**config.mk**
```make
export PLATFORM = sky130hd
export DESIGN_NAME = ral_bus_master
export DESIGN_NICKNAME = d
export VERILOG_FILES = /design/src/rtl/ral_bus_master.sv
export SDC_FILE = /design/constraint.sdc
export NUM_CORES = 1
export LEC_CHECK = 0
export CORE_MARGIN = 5
export CORE_UTILIZATION = 35
export DETAILED_ROUTE_END_ITERATION = 12
export MAX_ROUTING_LAYER = met4
export PLACE_DENSITY_LB_ADDON = 0.25
export SETUP_SLACK_MARGIN = 0.4
export SLEW_MARGIN = 10
export SYNTH_ARGS = -nofsm -noshare
export SYNTH_HDL_FRONTEND = slang
export SYNTH_SLANG_ARGS = --single-unit
export TNS_END_PERCENT = 5
```
**constraint.sdc**
```tcl
create_clock -name clk -period 2.4 [get_ports clk]
set_input_delay 0.36 -clock clk [delete_from_list [all_inputs] [get_ports clk]]
set_output_delay 0.36 -clock clk [all_outputs]
set_load 0.1 [all_outputs]
```
**src/rtl/ral_bus_master.sv**
```systemverilog
// ral_bus_master: valid/ready initiator for the 3-bit address / 8-bit data
// register-bank bus. Reads return data one cycle after the bank samples the
// address; writes keep the bank busy for WR_BUSY_CYC cycles before it commits.
// Build option RAL_MASTER_RDBACK_EN: after each write's commit window, read
// the same register back and report that value, flagging any mismatch.
module ral_bus_master #(
  parameter int         WR_BUSY_CYC = 4,
  parameter logic [2:0] IDLE_ADDR   = 3'd1
) (
  input  logic       clk,
  input  logic       rst,
  input  logic       req_valid_i,
  output logic       req_ready_o,
  input  logic       req_write_i,
  input  logic [2:0] req_addr_i,
  input  logic [7:0] req_data_i,
  output logic       rsp_valid_o,
  output logic [7:0] rsp_data_o,
  output logic       rsp_err_o,
  output logic [2:0] add_o,
  output logic [7:0] dt_o,
  output logic       r_w_o,
  input  logic [7:0] dt_i
);

  localparam int CNT_W = (WR_BUSY_CYC > 1) ? $clog2(WR_BUSY_CYC) : 1;

  typedef enum logic [2:0] {
    IDLE     = 3'd0,
    RD_ISSUE = 3'd1,
    RD_CAP   = 3'd2,
    WR_ISSUE = 3'd3,
    WR_WAIT  = 3'd4,
    RESP     = 3'd5
  } state_t;

  state_t           state, state_nxt;
  logic [CNT_W-1:0] cnt, cnt_nxt;
  logic [2:0]       add_nxt;
  logic [7:0]       dt_nxt;
  logic             rw_nxt;
  logic [7:0]       rsp_data_nxt;
  logic             rsp_err_nxt;
  logic [7:0]       data_q, data_nxt;
`ifdef RAL_MASTER_RDBACK_EN
  logic [2:0]       addr_q, addr_nxt;
  logic             rdbk_q, rdbk_nxt;
`endif

  assign req_ready_o = (state == IDLE);
  assign rsp_valid_o = (state == RESP);

  // Next state, bus drive and response values; everything holds unless a state changes it.
  always_comb begin
    state_nxt    = state;
    cnt_nxt      = cnt;
    add_nxt      = add_o;
    dt_nxt       = dt_o;
    rw_nxt       = r_w_o;
    rsp_data_nxt = rsp_data_o;
    rsp_err_nxt  = rsp_err_o;
    data_nxt     = data_q;
`ifdef RAL_MASTER_RDBACK_EN
    addr_nxt     = addr_q;
    rdbk_nxt     = rdbk_q;
`endif
    case (state)
      IDLE: begin
        if (req_valid_i) begin
          data_nxt = req_data_i;
`ifdef RAL_MASTER_RDBACK_EN
          addr_nxt = req_addr_i;
          rdbk_nxt = 1'b0;
`endif
          if (!req_write_i) begin
            add_nxt   = req_addr_i;
            rw_nxt    = 1'b0;
            state_nxt = RD_ISSUE;
          end else if (req_addr_i != 3'd0) begin
            add_nxt   = req_addr_i;
            dt_nxt    = req_data_i;
            rw_nxt    = 1'b1;
            state_nxt = WR_ISSUE;
          end else begin
            // Register 0 is read-only: refuse without touching the bus.
            rsp_data_nxt = 8'd0;
            rsp_err_nxt  = 1'b1;
            state_nxt    = RESP;
          end
        end
      end
      RD_ISSUE: begin
        // The bank has sampled the address; park the bus so it sees exactly one read.
        add_nxt   = IDLE_ADDR;
        rw_nxt    = 1'b0;
        state_nxt = RD_CAP;
      end
      RD_CAP: begin
        rsp_data_nxt = dt_i;
`ifdef RAL_MASTER_RDBACK_EN
        rsp_err_nxt  = rdbk_q && (dt_i != data_q);
`else
        rsp_err_nxt  = 1'b0;
`endif
        add_nxt      = IDLE_ADDR;
        rw_nxt       = 1'b0;
        state_nxt    = RESP;
      end
      WR_ISSUE: begin
        add_nxt   = IDLE_ADDR;
        rw_nxt    = 1'b0;
        cnt_nxt   = CNT_W'(WR_BUSY_CYC - 1);
        state_nxt = WR_WAIT;
      end
      WR_WAIT: begin
        if (cnt == '0) begin
`ifdef RAL_MASTER_RDBACK_EN
          // Commit edge: the bank is free again, so the read-back can go out now.
          add_nxt   = addr_q;
          rw_nxt    = 1'b0;
          rdbk_nxt  = 1'b1;
          state_nxt = RD_ISSUE;
`else
          rsp_data_nxt = data_q;
          rsp_err_nxt  = 1'b0;
          state_nxt    = RESP;
`endif
        end else begin
          cnt_nxt = cnt - 1'b1;
        end
      end
      RESP: state_nxt = IDLE;
      default: state_nxt = IDLE;
    endcase
  end

  // Control state, registered bus outputs and response registers.
  always_ff @(posedge clk or posedge rst) begin
    if (rst) begin
      state      <= IDLE;
      cnt        <= '0;
      add_o      <= IDLE_ADDR;
      dt_o       <= 8'd0;
      r_w_o      <= 1'b0;
      rsp_data_o <= 8'd0;
      rsp_err_o  <= 1'b0;
`ifdef RAL_MASTER_RDBACK_EN
      rdbk_q     <= 1'b0;
`endif
    end else begin
      state      <= state_nxt;
      cnt        <= cnt_nxt;
      add_o      <= add_nxt;
      dt_o       <= dt_nxt;
      r_w_o      <= rw_nxt;
      rsp_data_o <= rsp_data_nxt;
      rsp_err_o  <= rsp_err_nxt;
`ifdef RAL_MASTER_RDBACK_EN
      rdbk_q     <= rdbk_nxt;
`endif
    end
  end

  // Latched request payload; only meaningful once a request is in flight.
  always_ff @(posedge clk) begin
    data_q <= data_nxt;
`ifdef RAL_MASTER_RDBACK_EN
    addr_q <= addr_nxt;
`endif
  end

endmodule

```
==> results.py, run 1 <==
metrics = {
    "routing": {
        "routedWlPerCell_um": 15.11,
        "detail-route-antenna-nets": 0,
        "drcViolationCount": 0,
        "first_pass_iters": 4,
        "post_drt_via_cell_ratio": 4.987,
        "drtIter0Drc": 123,
        "totalWireLength_um": 3521,
        "vias": 1162,
    },
    "cells_and_area": {
        "syn_to_final_growth_pct": 40.33,
        "antenna_cells": 0,
        "final_common_cell": "buf_4",
        "final_cell_mix": "30 x buf_4, 25 x dfrtp_1, 19 x nand3b_1",
        "fin_util": 0.5089,
        "stdcell_count": 233,
        "nNetsFinal": 204,
        "drive_above_1_share": 0.3536,
    },
    "critical_path": {
        "crit_required_ps": 2560,
        "crit_arrival_ps": 2050,
        "path_class": "reg2reg",
        "crit_fanout": 16,
        "cp-start-kind": "flip-flop",
        "crit_start": "state[2]",
        "r2r-start": "state[2]",
        "end_kind": "flip-flop",
    },
    "placement": {
        "port-buffer-count": 45,
        "globalplace.congestion": 0.7719,
        "post-place-ws_ps": -31.63,
        "dp.cells": 223,
        "detailed_place_hpwl_um": 2662,
    },
    "synthesis": {
        "synth_ff_type": "dfrtp_1",
        "syn_area_um2": 1579,
        "yosysTopAreaCell": "dfrtp_1",
        "synth_fp_nets": 150,
        "yosys-top-cells-area": "dfrtp_1 40%, edfxtp_1 15%, mux2_2 11%, nand3b_1 9.0%, a21oi_1 3.8%",
        "ys_warn_count": 0,
        "synth_top_area_frac": 0.3962,
        "avgSynthCellArea_um2": 12.53,
        "ys_seq_elements": 34,
        "synth_cell_types": 30,
        "postSynthCellCount": 126,
        "synth-edff-count": 8,
        "yosysSeqAreaShare": 0.5650,
        "postSynth.asyncResetShare": 0.7647,
    },
    "grt": {
        "grt_pass1_vias": 1192,
        "track_usage": 0.1230,
        "grt_max_degree": 27,
        "gr-total-overflow": 0,
        "antenna_found_initial": 0,
        "grt_pass1_wl_um": 5823,
    },
    "sta": {
        "fmax_ghz": 0.5278,
        "maxSlewHeadroom": 0.6572,
        "hold_violations": 0,
        "finalClockSkew_ps": 5.551,
        "worst_pin_slew_ps": 514.2,
        "fin_ws_ps": 505.4,
        "period_needed_ps": 1895,
        "finalMaxSlewViolations": 0,
        "setup_viol": 0,
        "rsz0062_at_grt": "no",
        "fin_crit_sh": 0.7894,
    },
    "clock_network": {
        "cts_made_buffers": 5,
        "cts_hold_buf": 0,
        "clock-sinks": 34,
        "cts_tree": "yes",
        "insertion_delay_ps": 270,
        "ctsRootBufferMaster": "clkbuf_8",
        "clk_pin_slew_ps": 60,
        "max-clock-path-buffers": 2,
        "ctsHtreeMaxLevel": 2,
    },
    "die": {
        "die_w_um": 77.17,
        "fp.dieH_um": 77.17,
        "core_area_um2": 4354,
        "num_io_pins": 46,
        "fp.dieArea_um2": 5954,
        "rows": 24,
        "start_util": 0.3626,
    },
    "run_status": {
        "outcome": "finished, final reports clean",
    },
    "flow_run": {
        "cap_violations": 0,
    },
    "hold_path": {
        "hp-class": "in2async",
    },
}
## worst paths after layout
check / cells past startpoint / endpoint / slack, ps
max: 3 / dt_o[0] / 510
min: 3 / add_o[1] / 440
max reg2reg: 3 / dt_o[0] / 510
min reg2reg: 1 / dt_o[5] / 510
max in group asynchronous: 3 / add_o[0] / 1670
min in group clk: 4 / add_o[1] / 480
## cell type report
cell class	count	area (um2)
Inverter	4	15.01
Clock inverter	1	5.005
Sequential cell	34	892.1
Multi-Input combinational cell	80	644.4
Tap cell	52	65.06
Timing Repair Buffer	55	508.0
Fill cell	381	2138
Clock buffer	7	86.33
## through the flow
step                      instance area (um2)  TNS [ps]  hold WS [ps]
final                                    2216         0         440.4
after global routing                     2216         0         476.5
after CTS                                2211         0         453.2
after detailed placement                 2091    -191.8         500.8
after global placement                   2091         0         493.5
after floorplan                          1590         0         399.3
## routing by layer
metal,share of wire,wire length [um],track usage,up-vias
met1,0.45,1582,0.1582,560
met5,0,0,-,-
met2,0.49,1741,0.1869,26
li1,-,-,-,572
met4,0.0065,23,0.03608,0
met3,0.049,173,0.03747,4
## cell usage after synthesis (2+ instances only)
cell type  number
nor2_1          4
a21oi_1        12
or2_2           2
clkbuf_1        5
edfxtp_1        8
o221ai_1        2
nand3b_1       19
mux2_2         16
o21bai_1        2
dfrtp_1        25
o21ai_0         7
nor4b_1         2
nand2_1         2
inv_1           4
## sequential cells by signal, indices dropped and copies added, names as in the netlist
name,cells
rsp_err_o,1
dt_o,8
cnt,2
add_o,3
data_q,8
rsp_data_o,8
state,3
r_w_o,1
## repair_timing
item / CTS / global route
endpoints found under the hold margin: 0 / 0
cloned: 0 / 0
endpoints found under the setup margin: 8 / 8
buffers inserted: 2 / 0
gates resized for setup: 3 / 2
pin swaps: 2 / 2
## worst max-delay path: stages (launching register included)
cell	delay [ps]
dfrtp_1	560
nor3_4	380
and2_1	450
mux2_2	390
## cell families (layout without fill, tap and decap cells)
logic type / count (synthesis) / in the layout / share of synthesized area
flip-flops: 34 / 34 / 0.5650
AND/OR/NAND/NOR: 34 / 34 / 0.1482
AO/OA/AOI/OAI: 29 / 29 / 0.1244
multiplexers: 16 / 16 / 0.1141
buffers and inverters: 12 / 67 / 0.04040
adder cells (fa/ha/maj): 1 / 1 / 0.007923
Power of run 1 is left out: the tool's default activity adds up to more than one toggle a clock period on the data nets, which glitch-free logic cannot reach.
==> run 2: changes to the inputs <==
==> constraint.sdc (replaced) <==
create_clock -name clk -period 2 [get_ports clk]
set_input_delay 0.3 -clock clk [delete_from_list [all_inputs] [get_ports clk]]
set_output_delay 0.3 -clock clk [all_outputs]
set_load 0.1 [all_outputs]
==> run 2 against run 1 <==
  * Sequential share of layout area down 3.5 points
  * Clock skew is 4.1 ps higher
  * Core utilization grew 5.0 points
  * Routed wire length rose by 13%
  * Critical path depth is 3 higher
  * Worst setup slack got worse by 130 ps
  * Largest cell class unchanged
==> results.py, run 2 (same netlist as run 1, synthesis figures left out) <==
metrics = {
    "critical_path": {
        "crit_arrival_ps": 1790,
        "crit_required_ps": 2160,
        "path_class": "reg2reg",
        "r2r_setup_slack_ps": 370,
        "crit_fanout": 8,
        "end_kind": "flip-flop",
        "cp-start-kind": "flip-flop",
    },
    "clock_network": {
        "ctsHtreeMaxLevel": 2,
        "cts_hold_buf": 0,
        "max-clock-path-buffers": 2,
        "ctsRootBufferMaster": "clkbuf_8",
        "clock-sinks": 34,
        "cts_tree": "yes",
        "insertion_delay_ps": 280,
        "cts_made_buffers": 5,
        "clk_pin_slew_ps": 70,
    },
    "routing": {
        "totalWireLength_um": 3992,
        "vias": 1251,
        "first_pass_iters": 4,
        "drtIter0Drc": 111,
        "drcViolationCount": 0,
        "routedWlPerCell_um": 16.16,
        "detail-route-antenna-nets": 0,
        "post_drt_via_cell_ratio": 5.065,
    },
    "sta": {
        "finalMaxSlewViolations": 0,
        "rsz0062_at_grt": "yes",
        "worst_pin_slew_ps": 418.6,
        "fmax_ghz": 0.6139,
        "hold_violations": 0,
        "fin_ws_ps": 371.2,
        "fin_crit_sh": 0.8144,
        "period_needed_ps": 1629,
        "maxSlewHeadroom": 0.7203,
        "setup_viol": 0,
        "finalClockSkew_ps": 9.618,
    },
    "cells_and_area": {
        "nNetsFinal": 218,
        "final_cell_mix": "41 x buf_4, 23 x dfrtp_1, 19 x nand3b_1",
        "final_common_cell": "buf_4",
        "syn_to_final_growth_pct": 54.04,
        "fin_area_um2": 2432,
        "drive_above_1_share": 0.4564,
        "top_regs": "data_q (8), dt_o (8), rsp_data_o (8)",
        "n_fill_cell": 368,
        "antenna_cells": 0,
    },
    "die": {
        "fp.dieArea_um2": 5954,
        "num_io_pins": 46,
        "start_util": 0.3626,
        "core_area_um2": 4354,
        "die_w_um": 77.17,
        "rows": 24,
        "fp.dieH_um": 77.17,
    },
    "grt": {
        "antenna_found_initial": 0,
        "grt_pass1_vias": 1337,
        "grt_max_degree": 27,
        "grt_pass1_wl_um": 6596,
        "gr-total-overflow": 0,
        "track_usage": 0.1429,
    },
    "placement": {
        "globalplace.congestion": 0.7565,
        "port-buffer-count": 45,
        "post-place-ws_ps": -260.8,
        "detailed_place_hpwl_um": 2878,
        "place_area_um2": 2198,
    },
    "run_status": {
        "outcome": "finished, final reports clean",
    },
    "flow_run": {
        "cap_violations": 0,
    },
    "hold_path": {
        "hp-class": "in2async",
    },
}
run 2: cell count changes in the layout (fill, tap and decap cells not counted), sizes merged:
cell / previous run / this run
buf: 33 / 50
bufinv: 0 / 1
clkdlybuf4s15: 0 / 1
clkdlybuf4s50: 18 / 17
clkinv: 1 / 0
dlygate4sd2: 2 / 1
dlymetal6s2s: 2 / 0
run 2: through the flow:
stage,hold WS [ps],TNS [ps],std cells,utilization
after floorplan,339.3,-1991,126,-
after global placement,493.0,-1986,230,0.5049
after detailed placement,494.7,-2133,230,0.5049
after CTS,353.2,0,247,0.5575
after global routing,364.4,0,247,0.5586
final,362.9,0,247,0.5586
run 2: final cells by class:
class	instances	area [um2]	share of cell area
repair buffers	69	618.1	0.2541
clock buffers	7	86.33	0.03549
well taps	52	65.06	0.02675
inverters	4	15.01	0.006173
multi-input cells	80	723.2	0.2973
clock inverters	1	30.03	0.01235
flip-flops and latches	34	894.6	0.3678
run 2: path summary, 6_finish.rpt:
path / from / endpoint / depth (start not counted)
worst max-delay path: cnt[0] / rsp_data_o[3] / 6
worst min-delay path: rst / add_o[2] / 3
worst min register to register: rsp_data_o[4] / rsp_data_o[4] / 1
worst max register to register: cnt[0] / rsp_data_o[3] / 6
min in group clk: req_addr_i[2] / add_o[2] / 4
max in group asynchronous: rst / add_o[0] / 3
run 2: worst max-delay path: stages, from the launching register on:
cell and delay [ps]:
dfrtp_1 400, inv_2 70, ha_4 120, nand3b_1 140
a221oi_4 300, buf_12 180, mux2_4 300
run 2: repair_timing:
item                                    4_1_cts  5_1_grt
endpoints found under the setup margin       18       20
setup buffers                                 9        0
gates resized for setup                      34        1
pin swaps                                     4        0
endpoints found under the hold margin         0        0
run 2: routing by layer:
| metal | up-vias | part of all wire | global-route usage |
|---|---|---|---|
| met1 | 612 | 0.42 | 0.1769 |
| met5 | - | 0 | - |
| met2 | 33 | 0.52 | 0.2239 |
| li1 | 601 | - | - |
| met4 | 0 | 0.0073 | 0.04124 |
| met3 | 5 | 0.046 | 0.04567 |
Power of run 2 is left out for the same reason.
==> run 3: changes to the inputs <==
==> constraint.sdc (replaced) <==
create_clock -name clk -period 1.44 [get_ports clk]
set_input_delay 0.216 -clock clk [delete_from_list [all_inputs] [get_ports clk]]
set_output_delay 0.216 -clock clk [all_outputs]
set_load 0.1 [all_outputs]
==> run 3 against run 2 <==
  * The flow now finishes with violations (negative setup slack)
  * Hold slack worse by 69 ps
  * Maximum frequency down 2.9%
  * Cell area up 11%
==> results.py, run 3 (same netlist as run 1, synthesis figures left out) <==
metrics = {
    "clock_network": {
        "cts_tree": "yes",
        "cts_made_buffers": 5,
        "clock-sinks": 34,
        "insertion_delay_ps": 280,
        "max-clock-path-buffers": 2,
        "ctsRootBufferMaster": "clkbuf_8",
        "ctsHtreeMaxLevel": 2,
        "cts_hold_buf": 0,
        "clk_pin_slew_ps": 70,
    },
    "grt": {
        "grt_pass1_vias": 1401,
        "track_usage": 0.1470,
        "grt_max_degree": 27,
        "gr-total-overflow": 0,
        "grt_pass1_wl_um": 6906,
        "antenna_found_initial": 0,
    },
    "routing": {
        "totalWireLength_um": 4054,
        "vias": 1275,
        "drcViolationCount": 0,
        "detail-route-antenna-nets": 0,
        "first_pass_iters": 4,
        "routed.top_layer": "met4",
        "wl_met3_um": 192,
        "routedWlPerCell_um": 16.28,
        "wl_met1_um": 1734,
        "dr_wl_met2_um": 2060,
        "post_drt_via_cell_ratio": 5.120,
        "drtIter0Drc": 62,
    },
    "cells_and_area": {
        "final_common_cell": "buf_12",
        "antenna_cells": 0,
        "stdcell_count": 249,
        "top_regs": "data_q (8), dt_o (8), rsp_data_o (8)",
        "drive_above_1_share": 0.4518,
        "final_cell_mix": "24 x buf_12, 23 x buf_4, 22 x dfrtp_1",
        "syn_to_final_growth_pct": 71.24,
        "nNetsFinal": 220,
    },
    "die": {
        "core_area_um2": 4354,
        "num_io_pins": 46,
        "fp.dieH_um": 77.17,
        "die_w_um": 77.17,
        "rows": 24,
        "fp.dieArea_um2": 5954,
        "start_util": 0.3626,
    },
    "sta": {
        "maxSlewHeadroom": 0.7727,
        "whs_ps": 293.5,
        "finalMaxSlewViolations": 0,
        "fin_crit_sh": 1.164,
        "hold_violations": 0,
        "finalClockSkew_ps": 5.843,
        "fin_ws_ps": -236.7,
        "fmax_ghz": 0.5964,
        "period_needed_ps": 1677,
        "worst_pin_slew_ps": 341.0,
        "setup_viol": 10,
        "rsz0062_at_grt": "yes",
    },
    "placement": {
        "detailed_place_hpwl_um": 2904,
        "post-place-ws_ps": -757.6,
        "dp.cells": 238,
        "globalplace.congestion": 0.8037,
        "port-buffer-count": 45,
    },
    "critical_path": {
        "crit_arrival_ps": 1840,
        "path_class": "reg2reg",
        "crit_fanout": 8,
        "cp-start-kind": "flip-flop",
        "ff2ff_path_depth": 6,
        "crit_required_ps": 1610,
        "end_kind": "flip-flop",
    },
    "flow_run": {
        "cap_violations": 0,
    },
    "run_status": {
        "outcome": "complete, but fails checks",
        "violations": "negative setup slack",
    },
    "hold_path": {
        "hp-class": "in2async",
    },
}
[run 3: layout make-up]
class | instances | area [um2]
tap | 52 | 65.06
timing repair buffer | 71 | 893.4
fill | 321 | 1650
clock inverter | 2 | 8.758
inverter | 4 | 15.01
clock buffer | 6 | 72.57
sequential | 34 | 895.9
multi-input combinational | 80 | 753.2
[run 3: timing repair]
| action | CTS | global route |
|---|---|---|
| endpoints found under the setup margin | 57 | 57 |
| gates resized for setup | 26 | 6 |
| pin swaps | 4 | 2 |
| buffers inserted | 1 | 2 |
[run 3: final timing paths]
path	slack, ps	start	to
setup / recovery	-240	cnt[0]	rsp_data_o[0]
hold / removal	290	rst	cnt[0]
setup reg to reg	-240	cnt[0]	rsp_data_o[0]
hold reg to reg	580	rsp_data_o[6]	rsp_data_o[6]
max in group asynchronous	850	rst	add_o[0]
min in group clk	450	req_addr_i[1]	add_o[1]
[run 3: per-stage QoR]
stage	area [um2]	util	setup TNS (ps)
after floorplan	1633	-	-15020
after global placement	2509	0.5761	-12850
after detailed placement	2509	0.5761	-14020
after CTS	2673	0.6138	-2085
after global routing	2704	0.6210	-3196
final	2704	0.6210	-1955
[run 3: critical path, cell delays in order (launching register included)]
cell and delay (ps):
dfrtp_1 380, inv_1 60, ha_2 170, nand3b_1 150, a221oi_4 310, buf_12 180, mux2_4 300
[run 3: metal layers]
metal / vias up / GRT usage
met5: - / -
met4: 0 / 0.04639
met3: 7 / 0.03396
met2: 39 / 0.2290
met1: 621 / 0.1899
li1: 608 / -
Power of run 3 is left out for the same reason.
